**src/rtl/prefetch_queue_if.sv**
```systemverilog
// Bus bundle for the instruction prefetch queue: memory fetch port, flush/redirect
// port and the byte-wide decoder handshake.
interface prefetch_queue_if;
  logic        mem_grant;
  logic        mem_req;
  logic [19:0] mem_address;
  logic [7:0]  mem_data;
  logic        flush;
  logic [15:0] new_cs;
  logic [15:0] new_ip;
  logic [7:0]  q_data;
  logic        q_valid;
  logic        q_take;
  logic [15:0] q_ip;
  logic [3:0]  q_count;

  modport master (
    input  mem_grant, mem_data, flush, new_cs, new_ip, q_take,
    output mem_req, mem_address, q_data, q_valid, q_ip, q_count
  );

  modport slave (
    output mem_grant, mem_data, flush, new_cs, new_ip, q_take,
    input  mem_req, mem_address, q_data, q_valid, q_ip, q_count
  );
endinterface

```
**src/rtl/prefetch_queue.sv**
```systemverilog
// Byte-wide instruction prefetch queue: fetches code bytes at CS:IP while the bus is
// idle and hands them to the decoder in order, restarting on any control transfer.
module prefetch_queue #(
  parameter int          DEPTH    = 6,
  parameter logic [15:0] RESET_CS = 16'hFFFF,
  parameter logic [15:0] RESET_IP = 16'h0000
) (
  input logic              clock,
  input logic              reset_n,
  prefetch_queue_if.master bus
);

  localparam int               PTR_W    = $clog2(DEPTH);
  localparam int               CNT_W    = $clog2(DEPTH + 1);
  localparam logic [PTR_W-1:0] LAST_PTR = PTR_W'(DEPTH - 1);
  localparam logic [CNT_W-1:0] FULL_CNT = CNT_W'(DEPTH);
  localparam logic [CNT_W-1:0] ONE_CNT  = CNT_W'(1);

  typedef enum logic [1:0] {LOAD, FETCH, FULL} state_t;

  state_t           state, state_nxt;
  logic [15:0]      fcs, fip, hip;
  logic [PTR_W-1:0] rd, wr;
  logic [CNT_W-1:0] count;
  logic [7:0]       store [DEPTH];
  logic             not_empty;
  logic             do_fetch;
  logic             do_take;

  function automatic logic [19:0] phys_addr(input logic [15:0] seg, input logic [15:0] off);
    return {seg, 4'h0} + {4'h0, off};
  endfunction

  function automatic logic [PTR_W-1:0] ptr_inc(input logic [PTR_W-1:0] p);
    return (p == LAST_PTR) ? '0 : p + PTR_W'(1);
  endfunction

  // q_count is four bits wide, so a full 16-deep queue reports 15.
  function automatic logic [3:0] count_sat(input logic [CNT_W-1:0] c);
    return (32'(c) > 32'd15) ? 4'hF : 4'(c);
  endfunction

  assign not_empty = (count != '0);
  assign do_fetch  = (state == FETCH) && bus.mem_grant && !bus.flush;
  assign do_take   = bus.q_take && not_empty && !bus.flush;

  always_ff @(posedge clock or negedge reset_n) begin
    if (!reset_n) state <= LOAD;
    else          state <= state_nxt;
  end

  always_comb begin
    state_nxt   = state;
    bus.mem_req = 1'b0;
    unique case (state)
      LOAD:  state_nxt = FETCH;
      FETCH: begin
        bus.mem_req = 1'b1;
        if (do_fetch && !do_take && (count == FULL_CNT - ONE_CNT)) state_nxt = FULL;
      end
      FULL:  if (do_take) state_nxt = FETCH;
      default: state_nxt = LOAD;
    endcase
    if (bus.flush) state_nxt = LOAD;
  end

  // Control and pointer state; flush overrides any fetch or take in the same cycle.
  always_ff @(posedge clock or negedge reset_n) begin
    if (!reset_n) begin
      count <= '0;
      rd    <= '0;
      wr    <= '0;
      fcs   <= RESET_CS;
      fip   <= RESET_IP;
      hip   <= RESET_IP;
    end else if (bus.flush) begin
      count <= '0;
      rd    <= '0;
      wr    <= '0;
      fcs   <= bus.new_cs;
      fip   <= bus.new_ip;
      hip   <= bus.new_ip;
    end else begin
      if (do_fetch) begin
        wr  <= ptr_inc(wr);
        fip <= fip + 16'd1;
      end
      if (do_take) begin
        rd  <= ptr_inc(rd);
        hip <= hip + 16'd1;
      end
      unique case ({do_fetch, do_take})
        2'b10:   count <= count + ONE_CNT;
        2'b01:   count <= count - ONE_CNT;
        default: count <= count;
      endcase
    end
  end

  // Byte storage carries no reset; emptiness is tracked by count alone.
  always_ff @(posedge clock) begin
    if (do_fetch) store[wr] <= bus.mem_data;
  end

  assign bus.q_valid     = not_empty;
  assign bus.q_data      = not_empty ? store[rd] : 8'h00;
  assign bus.q_ip        = hip;
  assign bus.q_count     = count_sat(count);
  assign bus.mem_address = phys_addr(fcs, fip);

  a_count_range: assert property (@(posedge clock) disable iff (!reset_n)
    count <= FULL_CNT);
  a_full_state: assert property (@(posedge clock) disable iff (!reset_n)
    (state == FULL) == (count == FULL_CNT));
  a_load_empty: assert property (@(posedge clock) disable iff (!reset_n)
    (state == LOAD) |-> (count == '0));

endmodule

```
**src/flat_wrapper.sv**
```systemverilog
// flat-port wrapper written by rule: the top's interface ports become plain ports
module prefetch_queue_flat 
#(
  parameter int          DEPTH    = 6,
  parameter logic [15:0] RESET_CS = 16'hFFFF,
  parameter logic [15:0] RESET_IP = 16'h0000
)
  (clock, reset_n, bus_mem_grant, bus_mem_data, bus_flush, bus_new_cs, bus_new_ip, bus_q_take, bus_mem_req, bus_mem_address, bus_q_data, bus_q_valid, bus_q_ip, bus_q_count);
  prefetch_queue_if bus_i ();
  input logic clock;
  input logic reset_n;
  input wire logic [$bits(bus_i.mem_grant)-1:0] bus_mem_grant;
  input wire logic [$bits(bus_i.mem_data)-1:0] bus_mem_data;
  input wire logic [$bits(bus_i.flush)-1:0] bus_flush;
  input wire logic [$bits(bus_i.new_cs)-1:0] bus_new_cs;
  input wire logic [$bits(bus_i.new_ip)-1:0] bus_new_ip;
  input wire logic [$bits(bus_i.q_take)-1:0] bus_q_take;
  output wire logic [$bits(bus_i.mem_req)-1:0] bus_mem_req;
  output wire logic [$bits(bus_i.mem_address)-1:0] bus_mem_address;
  output wire logic [$bits(bus_i.q_data)-1:0] bus_q_data;
  output wire logic [$bits(bus_i.q_valid)-1:0] bus_q_valid;
  output wire logic [$bits(bus_i.q_ip)-1:0] bus_q_ip;
  output wire logic [$bits(bus_i.q_count)-1:0] bus_q_count;
  assign bus_i.mem_grant = bus_mem_grant;
  assign bus_i.mem_data = bus_mem_data;
  assign bus_i.flush = bus_flush;
  assign bus_i.new_cs = bus_new_cs;
  assign bus_i.new_ip = bus_new_ip;
  assign bus_i.q_take = bus_q_take;
  assign bus_mem_req = bus_i.mem_req;
  assign bus_mem_address = bus_i.mem_address;
  assign bus_q_data = bus_i.q_data;
  assign bus_q_valid = bus_i.q_valid;
  assign bus_q_ip = bus_i.q_ip;
  assign bus_q_count = bus_i.q_count;
  prefetch_queue #(.DEPTH(DEPTH), .RESET_CS(RESET_CS), .RESET_IP(RESET_IP)) u_core (.clock(clock), .reset_n(reset_n), .bus(bus_i));
endmodule
```
**config.mk**
```make
export PLATFORM = sky130hd
export DESIGN_NAME = prefetch_queue_flat
export DESIGN_NICKNAME = d
export VERILOG_FILES = /design/src/rtl/prefetch_queue_if.sv /design/src/rtl/prefetch_queue.sv /design/src/flat_wrapper.sv
export SDC_FILE = /design/constraint.sdc
export NUM_CORES = 1
export LEC_CHECK = 0
export CORE_ASPECT_RATIO = 1.4
export CORE_MARGIN = 1.5
export CORE_UTILIZATION = 35
export CTS_CLUSTER_SIZE = 8
export DETAILED_ROUTE_END_ITERATION = 16
export PLACE_DENSITY_LB_ADDON = 0.2
export SETUP_SLACK_MARGIN = 0.15
export SLEW_MARGIN = 20
export SYNTH_ARGS = -nofsm -noshare
export SYNTH_HDL_FRONTEND = slang
export SYNTH_SLANG_ARGS = --single-unit
```
**constraint.sdc**
```tcl
create_clock -name clock -period 2.67 [get_ports clock]
set_input_delay 0.267 -clock clock [delete_from_list [all_inputs] [get_ports clock]]
set_output_delay 0.267 -clock clock [all_outputs]
set_load 0.05 [all_outputs]
```
Word-level counts from Yosys, hierarchy flattened
Memory sizes are Yosys's and may differ from the RTL's.
Cells that the tools add are included.
- memories kept: 1
- memory bits (writable): 48
- bits of input ports: 45
- logic and storage cells: 58
- bits in registers: 59
- memories (memory ; words ; bits a word ; read ports ; clocked after Yosys merged registers in ; write ports ; line ; RTL):
    u_core.store ; 6 ; 8 ; 1 ; 0 ; 1 ; prefetch_queue.sv:25 ; logic [7:0] store [DEPTH];
- mux-type cells: 20
- reduce and logical (&&, ||, !) cells: 14
- $add $sub $neg: 7
- equal/unequal tests: 9
- operators with widths (cell ; count):
    16-bit two-way mux ; 4
    16-bit by 1-bit adder with 16-bit output (second input constant) ; 2
    3-bit two-way mux ; 7
    20-bit by 16-bit adder with 20-bit output ; 1
    3-bit by 1-bit adder with 3-bit output (second input constant) ; 3
    3-bit == test (second input constant) ; 3
    8-bit two-way mux ; 1
    1-bit logical AND ; 6
    2-bit two-way mux ; 3
    2-bit one-hot mux with 3 select lines ; 1
    3-bit one-hot mux with 2 select lines ; 1
    3-bit nonzero test ; 2
    2-bit by 1-bit == test with 1-bit output (second input constant) ; 2
    2-bit == test (second input constant) ; 2
    2-bit nonzero test ; 2
    1-bit two-way mux ; 3
    3-bit by 2-bit != test with 1-bit output (second input constant) ; 1
    3-bit != test (second input constant) ; 1
    3-bit by 1-bit subtractor with 3-bit output (second input constant) ; 1
    1-bit logical NOT ; 2
    2-bit logical NOT ; 1
    2-bit AND reduction ; 1

Depth between registers and ports, before layout
Gate-level depths: netlist (run 1).
- depth in word-level cells: 9
- depth in mapped cells: 8

Least setup slack after synthesis (run 1)
Ideal clock, no wire load.
- kind: flip-flop to output port
- start point: register u_core.fip[4]
- end point: output bus_mem_address[18]
- path slack: -160 ps
- arrival: 2563 ps
- required time: 2403 ps
- path buffers: 0
- stages on the path, launching flop included: 8
- path through: dfrtp_1 -> ha_1 -> fa_1 -> a21o_1 -> a221oi_2 -> or3_4 -> a311oi_2 -> xor2_1
- word-level cells in the longest chain between the ends: 1
- RTL lines (item ; line ; RTL):
    start: declaration ; prefetch_queue.sv:22 ; logic [15:0] fcs, fip, hip;
    start signal: assignment ; prefetch_queue.sv:81 ; fip <= bus.new_ip;
    start signal: assignment ; prefetch_queue.sv:86 ; fip <= fip + 16'd1;
    20-bit by 16-bit adder with 20-bit output ; prefetch_queue.sv:31 ; return {seg, 4'h0} + {4'h0, off};
    end: declaration ; flat_wrapper.sv:19 ; output wire logic [$bits(bus_i.mem_address)-1:0] bus_mem_address;
No other way between the ends.

Worst setup path after layout (run 1)
- start point: register u_core.fcs[0]
- end point: output bus_mem_address[18]
- word-level cells in the longest chain between the ends: 1
- RTL lines (item ; line ; RTL):
    start: declaration ; prefetch_queue.sv:22 ;
    start signal: assignment ; prefetch_queue.sv:80 ; fcs <= bus.new_cs;
    20-bit by 16-bit adder with 20-bit output ; prefetch_queue.sv:31 ;
No other way between the ends.

==> flow_summary.ini, run 1 <==
[global_routing]
busiest_layer = met2
grt_pass1_wl_mm = 20.3
grt_pass1_vias = 3988
antenna_found_initial = 0
grt_use_met2_pct = 29.3
grt_max_degree = 36
met3_usage_pct = 3.64
grt_use_met1_pct = 19.4
grt_use_total_pct = 16.2
grt_overflow = 0

[clock_network]
cts_buffer_depth = 2
clk-insertion-delay-late_ns = 0.34
cts_tree = done
cts.sinks = 107
cts_made_buffers = 9
path_clk_slew_ns = 0.08
root_buffer = clkbuf_16
htreeDepth = 3

[outcome]
status = finished, violations left
violations = negative setup slack

[floorplan]
die_area_um2 = 16300
initial_core_util_pct = 36.1
coreArea_um2 = 15100
die_y_um = 151
core.rowCount = 53
ios = 95
die_w_um = 108

[timing]
hold_ws_ns = 0.425
slew_headroom_pct = 61.5
fmax_mhz = 351
hold_viol = 0
finalSetupViolations = 7
rsz0062_at_grt = yes
min_period_ns = 2.85
post-route-period-util_pct = 107
tightest_slew_ns = 0.578
finClkSkew_ns = 0.00654
fin_ws_ns = -0.180
finalMaxSlewViolations = 0

[layout]
post-route-util_pct = 48.4
n_antenna_cell = 0
layout_commonest_cell = clkdlybuf4s50_1
area_growth_pct = 34.1
mostFrequentLayoutCells = 69 x clkdlybuf4s50_1, 48 x edfxtp_1, 42 x nor2_1, 41 x mux2_2, 41 x dfrtp_1
drive_above_1_share_pct = 27.7
instances_no_fill = 740
fin_nets = 604

[synth]
synthFlopType = edfxtp_1
synth.distinct_cells = 56
synth-edff-count = 48
syn-cell-area_um2 = 5450
syn_nets = 496
yosys_register_bits = 107
yosysSeqAreaShare_pct = 53.9
async_flop_share_pct = 55.1
synth.avg_cell_area_um2 = 12.5
ys_warn_count = 0
syn_inst = 435

[placement]
hpwlAfterDp_mm = 9.21
port_buffers = 93
placed_cells = 717
gp_congestion = 0.788

[critical_path]
crit_chain = ha_4 -> fa_2 -> a21o_1 -> a221oi_2 -> or3_4 -> a311oi_4 -> xor2_2 -> buf_12
cpMaxStageDelayCell = dfstp_2
endpoint_kind = output pin
crit_family = flip-flops
cp_max_fo = 3
critPathMaxStageDelay_ns = 0.56
crit_arrival_ns = 2.58
start_kind = flop
cp_num_buf_inv = 1
cp.required_ns = 2.40
crit_type = flop to output pin

[pwr]
leakagePower_nw = 2.74
power_density_nw_per_um2 = 831
vdd_drop_max_uv = 609
power_mw = 6.07

[detailed_routing]
via_per_inst = 5.06
drt_iter0_drc = 173
ant_nets = 0
first_pass_iters = 4
vias = 3743
wl_mm = 12.4
wl_per_cell_um = 16.8
drc_errors = 0

[worst_hold_path]
hold_path_class = input pin to async pin

[flow_run]
cap_violations = 0
what timing repair did:
| item | CTS | global route |
|---|---|---|
| endpoints found under the setup margin | 12 | 14 |
| buffers inserted | 5 | 1 |
| gates resized for setup | 16 | 8 |
| pin swaps | 8 | 4 |
| hold endpoints to repair | 17 | 0 |
| gates cloned | 0 | 0 |
| hold buffers | 1 | 0 |
cell families after synthesis:
logic type               share of synthesized area (%)
AO/OA/AOI/OAI                                     6.86
XOR/XNOR                                          7.39
adder cells (fa/ha/maj)                           3.95
buffers and inverters                             2.27
flip-flops                                        53.9
multiplexers                                      13.6
other                                           0.0688
AND/OR/NAND/NOR                                   12.0
synthesized netlist by cell type, drive strengths merged (3+ instances only):
master,n,area (µm²)
or3,6,42.5
edfxtp,48,1440
nand2,26,97.6
nand3,8,40.0
dfrtp,43,1080
nor3b,4,35.0
and3,7,48.8
a211oi,10,80.1
nor2b,3,18.8
inv,5,18.8
ha,14,175
xnor2,27,236
dfstp,16,420
nor2,42,158
xor2,19,166
mux2i,10,100
nand4,10,77.6
a31oi,4,25.0
a21o,4,31.3
o21ai,5,25.0
a21oi,19,95.1
mux2,41,462
buf,12,75.1
clkbuf,8,30.0
mux4,8,180
nor3,12,60.1
layer usage:
metal,vias up,wire length (µm)
met3,7,562
met1,1863,5080
met5,-,0
met2,78,6710
met4,0,93
li1,1795,-
final cells by class:
class | instances | area (µm²)
timing repair buffer | 117 | 1290
fill | 1369 | 7810
inverter | 5 | 18.8
clock buffer | 9 | 225
sequential | 107 | 2940
multi-input combinational | 303 | 2540
clock inverter | 7 | 58.8
tap | 192 | 240
path summary, 6_finish.rpt:
check                      slack [ns]  cells past startpoint       startpoint             endpoint
hold / removal                   0.43                      2          reset_n   u_core.bus.q_ip[5]
max in group asynchronous        1.47                      3          reset_n        u_core.fcs[6]
hold reg to reg                  0.60                      2     u_core.wr[0]         u_core.wr[0]
setup / recovery                -0.18                      8    u_core.fcs[0]  bus_mem_address[18]
min in group clock               0.53                      2   bus_new_cs[10]       u_core.fcs[10]
setup reg to reg                 0.53                      7  u_core.count[2]      u_core.count[2]
worst register-to-register path, cell delays in order, from the launching register on:
cell and delay [ns]:
dfrtp_1 0.49, o31ai_4 0.41, nor3_1 0.11, fa_1 0.40, or3_1 0.38, nand2_1 0.08
xnor2_1 0.12, nor2_1 0.05
stage by stage:
stage	setup TNS, ns	instance area, µm²	worst slack [ns]
floorplan	0	5500	0.138
global placement	0	6840	0.153
detailed placement	0	6840	0.158
CTS	-0.681	7260	-0.196
global route	-1.48	7310	-0.284
finish	-0.639	7310	-0.180
flip-flops by register name (all words and copies together) (netlist names):
| name | count |
|---|---|
| u_core.store | 48 |
| u_core.bus.q_ip | 16 |
| u_core.fcs | 16 |
| u_core.fip | 16 |
| u_core.count | 3 |
| u_core.rd | 3 |
| u_core.wr | 3 |
| u_core.state | 2 |
power by group:
| group | leakage (nW) | internal, mW | switching [mW] |
|---|---|---|---|
| registers | 1.12 | 1.86 | 0.215 |
| clock network | 0.139 | 0.652 | 0.635 |
| logic | 1.49 | 1.22 | 1.49 |
Note: power is estimated with default switching activity, not from simulation.
==> run 2, diff against run 1 <==
- CTS_CLUSTER_DIAMETER: unset -> 60
==> results of run 2 <==
The final DEF is identical to that of run 1; final timing and power are the same.
==> run 3, diff against run 2 <==
- CAP_MARGIN: unset -> 20
==> results of run 3 <==
The final DEF is identical to that of run 1; final timing and power are the same.
